**config.mk**
```make
export PLATFORM = sky130hd
export DESIGN_NAME = multiword_adder_seq
export DESIGN_NICKNAME = d
export VERILOG_FILES = /design/src/rtl/mwadd_pkg.sv /design/src/rtl/adder.sv /design/src/rtl/multiword_adder_seq.sv
export SDC_FILE = /design/constraint.sdc
export NUM_CORES = 1
export LEC_CHECK = 0
export ABC_AREA = 1
export BUFFER_PORTS_ARGS = -buffer_cell sky130_fd_sc_hd__buf_2
export CAP_MARGIN = 0
export CORE_ASPECT_RATIO = 1.75
export CORE_MARGIN = 3
export CORE_UTILIZATION = 38
export CTS_CLUSTER_DIAMETER = 40
export DETAILED_ROUTE_END_ITERATION = 8
export GPL_ROUTABILITY_DRIVEN = 0
export PLACE_DENSITY = 0.58
export SLEW_MARGIN = 25
export SYNTH_ARGS = -nofsm -noshare
export SYNTH_HDL_FRONTEND = slang
export SYNTH_SLANG_ARGS = --single-unit
```
**constraint.sdc**
```tcl
create_clock -name clk -period 4.6 [get_ports clk]
set_input_delay 0.23 -clock clk [delete_from_list [all_inputs] [get_ports clk]]
set_output_delay 0.23 -clock clk [all_outputs]
set_load 0.005 [all_outputs]
```
**src/rtl/mwadd_pkg.sv**
```systemverilog
// rtl/mwadd_pkg.sv - shared types and constants for the multiword sequential adder
package mwadd_pkg;

   typedef enum logic [1:0] {
      IDLE = 2'd0,
      RUN  = 2'd1,
      DONE = 2'd2
   } mwadd_state_e;

   localparam int MWADD_SLICE_W = 16;

   // A single-slice build still needs a 1-bit index register.
   function automatic int mwadd_idx_w(input int words);
      return (words > 1) ? $clog2(words) : 1;
   endfunction

endpackage

```
**src/rtl/adder.sv**
```systemverilog
// rtl/adder.sv - 16-bit Kogge-Stone prefix adder
module adder (
   output logic        cout,
   output logic [15:0] sum,
   input  logic [15:0] a,
   input  logic [15:0] b,
   input  logic        cin
);

   // One prefix level: combine each bit with the bit d places below it.
   function automatic logic [31:0] ks_step(input logic [15:0] g, input logic [15:0] p, input int d);
      logic [15:0] g_n;
      logic [15:0] p_n;
      g_n = g;
      p_n = p;
      for (int i = 0; i < 16; i++) begin
         if (i >= d) begin
            g_n[i] = g[i] | (p[i] & g[i-d]);
            p_n[i] = p[i] & p[i-d];
         end
      end
      return {g_n, p_n};
   endfunction

   logic [15:0] p0, g0, p1, g1, p2, g2, p3, g3, p4, g4;

   // Folding cin into bit 0's generate makes every prefix a true carry.
   always_comb begin
      p0    = a ^ b;
      g0    = a & b;
      g0[0] = (a[0] & b[0]) | ((a[0] ^ b[0]) & cin);
   end

   assign {g1, p1} = ks_step(g0, p0, 1);
   assign {g2, p2} = ks_step(g1, p1, 2);
   assign {g3, p3} = ks_step(g2, p2, 4);
   assign {g4, p4} = ks_step(g3, p3, 8);

   assign sum  = p0 ^ {g4[14:0], cin};
   assign cout = g4[15];

endmodule

```
**src/rtl/multiword_adder_seq.sv**
```systemverilog
// rtl/multiword_adder_seq.sv - WORDS x 16-bit adder, one slice per cycle
// Optional subtraction support under macro MWADD_SUB_EN.
module multiword_adder_seq
   import mwadd_pkg::*;
#(
   parameter int WORDS = 4
) (
   input  logic                           clk,
   input  logic                           rst_n,
   input  logic                           in_valid,
   output logic                           in_ready,
   input  logic [MWADD_SLICE_W*WORDS-1:0] a,
   input  logic [MWADD_SLICE_W*WORDS-1:0] b,
   input  logic                           cin,
`ifdef MWADD_SUB_EN
   input  logic                           sub,
`endif
   output logic                           out_valid,
   input  logic                           out_ready,
   output logic [MWADD_SLICE_W*WORDS-1:0] sum,
   output logic                           cout
);

   localparam int W  = MWADD_SLICE_W * WORDS;
   localparam int IW = mwadd_idx_w(WORDS);

   mwadd_state_e state_q, state_d;

   logic [IW-1:0]            idx;
   logic [W-1:0]             a_reg, b_reg, sum_reg, sum_nxt, sum_q;
   logic                     carry_reg, cout_q;
   logic                     last_slice;
   logic [MWADD_SLICE_W-1:0] a_sl, b_raw, b_sl, add_sum;
   logic                     add_cout;

   assign last_slice = (idx == IW'(WORDS - 1));
   assign a_sl       = a_reg[MWADD_SLICE_W*idx +: MWADD_SLICE_W];
   assign b_raw      = b_reg[MWADD_SLICE_W*idx +: MWADD_SLICE_W];

`ifdef MWADD_SUB_EN
   logic sub_reg;
   assign b_sl = sub_reg ? ~b_raw : b_raw;
`else
   assign b_sl = b_raw;
`endif

   adder u_adder (
      .cout (add_cout),
      .sum  (add_sum),
      .a    (a_sl),
      .b    (b_sl),
      .cin  (carry_reg)
   );

   always_comb begin
      sum_nxt = sum_reg;
      sum_nxt[MWADD_SLICE_W*idx +: MWADD_SLICE_W] = add_sum;
   end

   always_comb begin
      state_d = state_q;
      unique case (state_q)
         IDLE:    if (in_valid) state_d = RUN;
         RUN:     if (last_slice) state_d = DONE;
         DONE:    if (out_ready) state_d = IDLE;
         default: state_d = IDLE;
      endcase
   end

   always_ff @(posedge clk or negedge rst_n) begin
      if (!rst_n) state_q <= IDLE;
      else        state_q <= state_d;
   end

   always_ff @(posedge clk or negedge rst_n) begin
      if (!rst_n) begin
         idx       <= '0;
         a_reg     <= '0;
         b_reg     <= '0;
         carry_reg <= 1'b0;
         sum_reg   <= '0;
         sum_q     <= '0;
         cout_q    <= 1'b0;
`ifdef MWADD_SUB_EN
         sub_reg   <= 1'b0;
`endif
      end else begin
         case (state_q)
            IDLE: begin
               if (in_valid) begin
                  a_reg <= a;
                  b_reg <= b;
                  idx   <= '0;
`ifdef MWADD_SUB_EN
                  sub_reg   <= sub;
                  carry_reg <= sub | cin & ~sub;
`else
                  carry_reg <= cin;
`endif
               end
            end
            RUN: begin
               sum_reg   <= sum_nxt;
               carry_reg <= add_cout;
               // Visible result only updates once the whole word is done.
               if (last_slice) begin
                  idx    <= '0;
                  sum_q  <= sum_nxt;
                  cout_q <= add_cout;
               end else begin
                  idx <= idx + 1'b1;
               end
            end
            default: ;
         endcase
      end
   end

   assign in_ready  = (state_q == IDLE);
   assign out_valid = (state_q == DONE);
   assign sum       = sum_q;
   assign cout      = cout_q;

endmodule
```
==> impl_metrics.toml <==
[status]
status = "finished clean"

[detailed_routing]
drtAntennaViolNets = 0
dr.pass1.iters = 5
drt_drc_violations_left = 0
wl_per_cell_um = 17.4
vias = 10600
routed_wl_mm = 36.8
drtIter0Drc = 573
viasPerCell = 5.04

[final_layout]
fin_area_sq_mm = 0.0162
utilization_pct = 50.1
final_cell_mix = "nand2_1 (460), dfrtp_1 (261), buf_2 (198), dlygate4sd3_1 (131), mux2_2 (128)"
largest_reg_flops = 128
drive_gt1_share_pct = 23.9
final_common_cell = "nand2_1"
nNetsFinal = 1842
area_growth_pct = 29.3
final_cells = 2109

[pwr]
p_per_area_mw_per_mm2 = 823
power_frac_seq_pct = 29.3
total_power_mw = 13.3
clkPwrFrac_pct = 18.2
power.leakage_nw = 8.09
switchingPower_mw = 5.97
switching_share_pct = 44.8
p_int_mw = 7.36
peakVddDrop_uv = 453
comb_power_share_pct = 52.5

[place]
dp_cells = 1924
dp_hpwl_mm = 24.6
dpl_cell_area_sq_mm = 0.0139
dp_slack_ns = 1.17
port-buffer-count = 199

[grt]
grt_pass1_vias = 10800
grt_pass1_wl_mm = 58.3
grt_usage_pct = 20.9
grt_remaining_overflow = 0
antenna_found_initial = 0
grt_max_degree = 116

[timing]
rsz0062_at_grt = "no"
finalCritPeriodShare_pct = 74.5
postLayoutSetupSlackWorst_ns = 1.17
min_period_ns = 3.43
fmax_ghz = 0.292
hold_slack_ns = 0.0813
slew_headroom_pct = 30.8
worst_pin_slew_ns = 1.03
setup_viol = 0
fin_skew_ns = 0.0130
slew_violations = 0
hold_violations = 0
tns_ns = 0

[clock_tree]
ctsResizeCount = 0
clk_latency_ns = 0.55
cts_tree = "yes"
cts.path.max_buffers = 3
cts-buffers-inserted = 29
cts_root_buffer = "clkbuf_16"
htree_levels = 1
path_clk_slew_ns = 0.06
clkSinkCount = 262

[worst_hold_path]
hold_class = "in2reg"
whs_path_depth = 3

[critical_path]
worstPathMaxFanout = 46
cpMostUsedCell = "nand2_1"
crit_arrival_ns = 3.91
max_stage_delay_ns = 0.47
worst_ep_required_time_ns = 5.09
ff2ff_path_depth = 16
worst_path_max_delay_cell = "buf_4"
worstSetupStartpointType = "flop"
crit_type = "reg2reg"
worstPathCellList = "inv_2, buf_4, o21ai_0, o22ai_1, ha_1, nand2_1, nand2_1, a21oi_1, nand2_2, xor2_2, nand2_1, nor2_2, nand2_1, nand2_1, nand2_1, nand2_1"
crit_path_end_kind = "flop"

[run]
drv_cap = 0

[synth]
synth-seq-cells = 262
seq_area_frac_synth_pct = 52.4
synth_edf_count = 0
syn_nets = 1542
avgSynthCellArea_sq_um = 9.03
ys_warn_count = 0
synth.distinct_cells = 36
synthCells = 1386
synth_ff_type = "dfrtp_1"
netlist_area_sq_mm = 0.0125
async_flop_share_pct = 100

[floorplan]
io-pin-count = 200
core_sq_mm = 0.0323
fp.dieH_um = 246
rows = 87
die_area_sq_mm = 0.0352
die_w_um = 143
start_util_pct = 38.7
-- metal layers --
layer	part of all wire (%)	GRT usage (%)	up-vias
met1	38	24.5	5099
met4	4.9	9.53	0
li1	-	-	5131
met2	53	37.5	298
met3	4.2	2.49	99
met5	0	0	-
-- cell families (layout without fill, tap and decap cells) --
group,Yosys count,in the layout,share of synthesized area (%)
fa+ha+maj,23,23,2.42
flops,262,262,52.4
xor+xnor,7,7,0.610
mux,128,128,11.5
buf+inv,168,490,5.37
simple gates,615,615,19.6
compound gates,183,183,8.16
other cells,0,1,0
-- cells in the mapped netlist (17+ instances only) --
library cell / number / share of area, %
nand2_1: 461 / 14
dfrtp_1: 262 / 52
mux2_2: 128 / 12
o21ai_0: 96 / 3.8
nor2_1: 93 / 2.8
inv_1: 91 / 2.7
o22ai_1: 46 / 2.3
clkbuf_1: 35 / 1.0
buf_2: 30 / 1.2
nand3_1: 28 / 1.1
ha_1: 21 / 2.1
nand4_1: 17 / 0.85
-- worst max-delay path: cells and delay by family, from the launching register on --
kind / cells / cell delay, ns
adders and majority gates: 1 / 0.34
and+or+nand+nor: 9 / 1.09
DFF: 1 / 0.42
buffers and inverters: 2 / 0.80
xor gates and xnor gates: 1 / 0.22
AOI/OAI and AO/OA: 3 / 0.46
-- cell type report --
cell class | count | area, sq um
fillers | 2941 | 16100
flip-flops and latches | 262 | 6560
multi-input cells | 956 | 5310
repair buffers | 344 | 2460
clock buffers | 38 | 790
well taps | 400 | 500
inverters | 93 | 352
clock inverters | 15 | 209
diodes | 1 | 2.50
-- power by group through the flow --
stage               combinational (mW)  sequential [mW]  clock [mW]
global placement                  6.85             3.93           0
finish                            7.00             3.91        2.42
detailed placement                6.93             3.96           0
CTS                               7.04             3.92        2.47
global route                      7.85             4.03        2.56
floorplan                         4.93             3.76           0
-- worst paths after layout --
kind                           from         to  slack, ns
max                          idx[0]    sum[55]       1.17
min                        in_valid  carry_reg       0.08
max in group asynchronous     rst_n  b_reg[55]       3.06
min reg2reg                 sum[44]    sum[44]       0.47
max reg2reg                  idx[0]    sum[55]       1.17
min in group asynchronous     rst_n    sum[26]       0.25
-- timing repair --
action                                 4_1_cts  5_1_grt
hold buffers                               131        0
endpoints found under the hold margin      213        0
buffers inserted                             0        0
Power figures use the tool's default switching activity.
